--- config.mk ---
export PLATFORM = sky130hd
export DESIGN_NAME = conv_encoder_framer
export DESIGN_NICKNAME = d
export VERILOG_FILES = /design/src/rtl/viterbi_pkg.sv /design/src/rtl/conv_step.sv /design/src/rtl/conv_encoder_framer.sv
export SDC_FILE = /design/constraint.sdc
export NUM_CORES = 1
export LEC_CHECK = 0
export CAP_MARGIN = 20
export CORE_MARGIN = 5
export CORE_UTILIZATION = 45
export DETAILED_ROUTE_END_ITERATION = 7
export PLACE_DENSITY_LB_ADDON = 0.2
export RECOVER_POWER = 100
export SLEW_MARGIN = 20
export SYNTH_ARGS = -nofsm -noshare
export SYNTH_HDL_FRONTEND = slang
export SYNTH_HIERARCHICAL = 1
export SYNTH_SLANG_ARGS = --single-unit
--- constraint.sdc ---
create_clock -name clk -period 2.25 [get_ports clk]
set_input_delay 0.225 -clock clk [delete_from_list [all_inputs] [get_ports clk]]
set_output_delay 0.225 -clock clk [all_outputs]
set_load 0.02 [all_outputs]
--- src/rtl/viterbi_pkg.sv ---
// Shared types, constants and reference symbol function for the
// convolutional encoder and Viterbi decoder.
package viterbi_pkg;

  localparam int K = 4;
  localparam int NSTATES = 8;
  localparam logic [3:0] G0_DEF = 4'b1111;
  localparam logic [3:0] G1_DEF = 4'b1101;

  typedef logic [1:0] sym_t;

  typedef enum logic [1:0] {
    IDLE,
    DATA,
    TAIL
  } enc_state_t;

  function automatic sym_t conv_sym(
    input logic [K-1:0] v,
    input logic [K-1:0] g0,
    input logic [K-1:0] g1
  );
    return {^(v & g0), ^(v & g1)};
  endfunction

endpackage

--- src/rtl/conv_step.sv ---
// One trellis step: (sr, u) -> channel symbol and next shift register.
module conv_step
  import viterbi_pkg::*;
#(
  parameter logic [3:0] G0 = G0_DEF,
  parameter logic [3:0] G1 = G1_DEF
) (
  input  logic [2:0] sr,
  input  logic       u,
  output logic [1:0] sym,
  output logic [2:0] next_sr
);

  assign sym     = conv_sym({u, sr}, G0, G1);
  assign next_sr = {u, sr[2:1]};

endmodule

--- src/rtl/conv_encoder_framer.sv ---
// Rate-1/2 K=4 convolutional encoder with framing, zero tail and a
// registered, backpressured symbol output.
module conv_encoder_framer #(
  parameter int         FRAME_LEN = 256,
  parameter int         K         = 4,
  parameter logic [3:0] G0        = 4'b1111,
  parameter logic [3:0] G1        = 4'b1101
) (
  input  logic       clk,
  input  logic       rst,
  input  logic       enable,
  input  logic       in_bit,
  input  logic       in_valid,
  output logic       in_ready,
  output logic [1:0] sym,
  output logic       sym_valid,
  input  logic       sym_ready,
  output logic       sym_first,
  output logic       sym_last,
  output logic       busy
);

  import viterbi_pkg::*;

  localparam int CW = $clog2(FRAME_LEN + 1);

  enc_state_t    state, state_n;
  logic [2:0]    sr, sr_n;
  logic [CW-1:0] bit_cnt, bit_cnt_n;
  logic [1:0]    tail_cnt, tail_cnt_n;
  logic [1:0]    step_sym;
  logic          first_n, last_n;
  logic          slot_free, accept, step, u;

  assign slot_free = !sym_valid || sym_ready;
  assign in_ready  = rst && enable && slot_free
                  && (state == IDLE || state == DATA);
  assign accept    = in_ready && in_valid;
  assign step      = accept
                  || (enable && slot_free && state == TAIL);
  assign u         = (state == TAIL) ? 1'b0 : in_bit;
  assign busy      = (state != IDLE) || sym_valid;

  conv_step #(
    .G0(G0),
    .G1(G1)
  ) u_step (
    .sr     (sr),
    .u      (u),
    .sym    (step_sym),
    .next_sr(sr_n)
  );

  always_comb begin
    state_n    = state;
    bit_cnt_n  = bit_cnt;
    tail_cnt_n = tail_cnt;
    first_n    = 1'b0;
    last_n     = 1'b0;
    unique case (state)
      IDLE: begin
        if (accept) begin
          first_n    = 1'b1;
          bit_cnt_n  = CW'(1);
          tail_cnt_n = 2'd0;
          state_n    = (FRAME_LEN == 1) ? TAIL : DATA;
        end
      end
      DATA: begin
        if (accept) begin
          bit_cnt_n = bit_cnt + CW'(1);
          if (bit_cnt == CW'(FRAME_LEN - 1)) begin
            state_n    = TAIL;
            tail_cnt_n = 2'd0;
          end
        end
      end
      TAIL: begin
        if (step) begin
          tail_cnt_n = tail_cnt + 2'd1;
          if (tail_cnt == 2'(K - 2)) begin
            last_n    = 1'b1;
            bit_cnt_n = '0;
            state_n   = IDLE;
          end
        end
      end
      default: state_n = IDLE;
    endcase
  end

  always_ff @(posedge clk or negedge rst) begin
    if (!rst) begin
      state     <= IDLE;
      sr        <= 3'b000;
      bit_cnt   <= '0;
      tail_cnt  <= 2'd0;
      sym       <= 2'b00;
      sym_valid <= 1'b0;
      sym_first <= 1'b0;
      sym_last  <= 1'b0;
    end else if (!enable) begin
      state     <= IDLE;
      sr        <= 3'b000;
      bit_cnt   <= '0;
      tail_cnt  <= 2'd0;
      sym       <= 2'b00;
      sym_valid <= 1'b0;
      sym_first <= 1'b0;
      sym_last  <= 1'b0;
    end else begin
      state    <= state_n;
      bit_cnt  <= bit_cnt_n;
      tail_cnt <= tail_cnt_n;
      if (step) begin
        sr        <= sr_n;
        sym       <= step_sym;
        sym_valid <= 1'b1;
        sym_first <= first_n;
        sym_last  <= last_n;
      end else if (sym_ready) begin
        sym_valid <= 1'b0;
        sym_first <= 1'b0;
        sym_last  <= 1'b0;
      end
    end
  end

endmodule

==> qor.csv <==
stage;metric;value;unit
synth;mux cell area share after synthesis;2.89;%
critical_path;Setup CP Type;reg -> reg;
synth;Synth Area in Adders;6.13;%
cts;CTS Buf Count;3;
synth;unique cell type count in the Yosys netlist;49;
placement;post-placement setup slack;118;ps
cells_and_area;Layout area overhead;13.5;%
cts;Clk Latency, worst-skew pair;310;ps
synth;number of synthesis warnings;6;
critical_path;Startpoint Class;flop;
synth;largest area contributor in the netlist;dfrtp_1;
critical_path;crit-path max cell delay;380;ps
critical_path;instance count on the critical path;9;
sta;Worst-Margin Slew;771;ps
synth;EDFF count, synth;0;
synth;syn_nets;165;
critical_path;CP Cell Sequence;ha_1 -> nand3_1 -> nor2_2 -> and3_1 -> ha_1 -> and3b_2 -> or3_1 -> a21oi_1 -> a211o_1;
cts;Hold-fix buffers, CTS;0;
synth;xor/xnor cell area share of the yosys netlist;2.98;%
sta;Total Neg Setup Slack;0;ps
floorplan;die height;66.3;um
routing;vias per inst;5.60;
global_routing;vias in the first global route;1242;
cts;htree depth;1;
routing;DRC viols;0;
routing;Vias;1198;
cts;clk slew on worst S/H paths;130;ps
cells_and_area;most common cell after layout, fill and taps aside;dfrtp_1;
cts;CTS Root Cell;clkbuf_4;
placement;I/O Buffers;12;
critical_path;CP Capture Type;flop;
cts;CTS tree;yes;
critical_path;CP arrival;2330;ps
synth;synth top area cells;dfrtp_1 (37%), ha_1 (6.1%), inv_1 (3.7%);
sta;Max-slew headroom;48.6;%
run_status;status;complete, no violations;
cts;clk sinks;21;
sta;max-slew violation count;0;
sta;Fin. Hold Viols;0;
synth;Synth top area share;36.8;%
global_routing;GRT Total Usage;16.5;%
critical_path;worst reg-to-reg path cell count;9;
synth;sequential-to-total area share from yosys stat;36.8;%
pwr;static leakage;0.720;nW
global_routing;largest net degree at the start of global routing;18;
critical_path;crit-path leading delay family;simple AND/OR/NAND/NOR gates;
floorplan;DIE WIDTH;66.3;um
cells_and_area;share of cells above drive strength 1;14.7;%
sta;setup violators final;0;
global_routing;first-pass GRT wire length;5640;um
critical_path;worst reg2reg setup slack;170;ps
placement;post-DP HPWL;2450;um
synth;ys async rst share;100;%
synth;largest family of logic cells by synthesized area;simple AND/OR/NAND/NOR gates;
critical_path;worst-path fanout max;4;
critical_path;Buf+Inv Stages, Crit Path;0;
pwr;Final Power;1.57;mW
sta;Worst Clk Skew;8.94;ps
critical_path;CP required;2500;ps
sta;hold slack;409;ps
floorplan;CORE AREA;3050;um2
global_routing;GRT Residual Overflow;0;
floorplan;DIE AREA;4400;um2
routing;wirelength, routed;3170;um
cells_and_area;antenna cells;0;
cells_and_area;Register Area;526;um2
floorplan;Initial Util;46.8;%
cells_and_area;fill count;296;
sta;Final period util;92.2;%
synth;Yosys reg bits;21;
min_path;Worst Hold Class;in -> async;
synth;Avg Cell Area, Syn;9.39;um2
synth;ys flop type;dfrtp_1;
synth;Mapped Area;1430;um2
job;# Max-Cap Violations;0;
sta;Min Clock Period, post-route;2080;ps
sta;RSZ-0062 raised after global routing;no;
routing;ANT nets after route;0;
synth;simple-gate portion of the synthesized area;21.6;%
pwr;worst vdd ir;440;uV
cts;worst-case clock buffer depth;2;
cells_and_area;most frequent cells in the layout;dfrtp_1 (21), inv_1 (14), nand2_1 (8), o21ai_0 (8), buf_4 (8);
placement;Final GP Congestion;0.844;
critical_path;Critical R2R Launch;bit_cnt[0]$_DFFE_PN0P_;
critical_path;R2R Path End;state[1]$_DFFE_PN0P_;
routing;WL per Instance;14.8;um
cells_and_area;NumNets Final;184;
routing;Iteration-0 DRC Markers;54;
synth;complex-gate fraction of the synthesized area;20.4;%
sta;maximum operating frequency;0.482;GHz
cells_and_area;multi-input combinational cell area;768;um2
critical_path;most used cell, CP;ha_1;
routing;number of iterations in the first detailed-routing pass;4;
global_routing;initial antenna violation count;0;
floorplan;num rows;20;
synth;Cells after Synth;152;
critical_path;slowest CP cell;dfrtp_1;
pwr;PD cells;971;nW/um2
sta;post-route setup slack;175;ps
floorplan;IO Pins;13;
cells by family after synthesis:
logic type / Yosys count
fa+ha+maj: 7
simple gates: 52
mux: 4
compound gates: 40
flops: 21
xor+xnor: 4
buf+inv: 24
area by class of cell:
cell class | count | share of cell area [%]
sequential | 21 | 32.4
inverter | 14 | 3.24
clock buffer | 3 | 1.39
multi-input combinational | 107 | 47.4
timing repair buffer | 24 | 11.8
tap | 44 | 3.40
clock inverter | 1 | 0.309
metrics by stage:
stage	utilization [%]	instance area, um2	cells
3_5_place_dp	52.6	1610	209
5_1_grt	53.1	1620	214
3_3_place_gp	52.6	1610	209
2_1_floorplan	-	1430	152
4_1_cts	53.5	1630	213
6_report	53.1	1620	214
per-layer routing:
metal	part of all wire [%]	vias to the layer above	global-route usage [%]	wire length (um)
li1	-	591	-	-
met1	48	586	20.7	1510
met2	48	16	27.6	1530
met3	2.6	5	3.06	83
met4	1.3	0	6.35	42
met5	0	-	0	0
repair_timing:
action / in CTS / in global routing
setup buffers: 0 / 1
resized for setup: 0 / 4
endpoints found under the setup margin: 0 / 6
sequential cells by signal, summed over array words and instances (netlist names):
name and cells:
tail_cnt 2, sym_valid 1, state 2, sym 2, bit_cnt 9, sr 3
sym_last 1, sym_first 1
worst max-delay path by stage:
stage / from / to
after global routing: bit_cnt[0]$_DFFE_PN0P_ / state[1]$_DFFE_PN0P_
after CTS: state[0]$_DFFE_PN0P_ / in_ready
after detailed placement: state[0]$_DFFE_PN0P_ / sr[1]$_DFFE_PN0P_
after floorplan: state[1]$_DFFE_PN0P_ / bit_cnt[8]$_DFFE_PN0P_
final: bit_cnt[0]$_DFFE_PN0P_ / state[1]$_DFFE_PN0P_
after global placement: state[0]$_DFFE_PN0P_ / sym_valid$_DFFE_PN0P_
cells in the mapped netlist (2+ instances only):
| master | number |
|---|---|
| inv_1 | 14 |
| mux2i_1 | 3 |
| buf_6 | 4 |
| a21oi_1 | 6 |
| nand2b_1 | 3 |
| nor2_1 | 6 |
| o21a_1 | 3 |
| nor3_1 | 3 |
| dfrtp_1 | 21 |
| or3_1 | 2 |
| nand4b_1 | 2 |
| and3_1 | 3 |
| o22ai_1 | 2 |
| o211ai_1 | 3 |
| buf_4 | 3 |
| o21ai_0 | 8 |
| nand4_1 | 6 |
| a32o_1 | 3 |
| a21boi_0 | 2 |
| ha_1 | 7 |
| nand3_1 | 7 |
| a211o_1 | 2 |
| nand2_1 | 8 |
| clkbuf_1 | 3 |
| a221o_1 | 2 |
| o221ai_1 | 2 |
| xnor2_1 | 2 |
power by group:
group	switching (mW)	internal [mW]	total [mW]	leakage, nW
clock network	0.122	0.0664	0.188	0.0177
logic	0.508	0.387	0.896	0.415
registers	0.0506	0.439	0.490	0.288
Power figures use the tool's default switching activity.
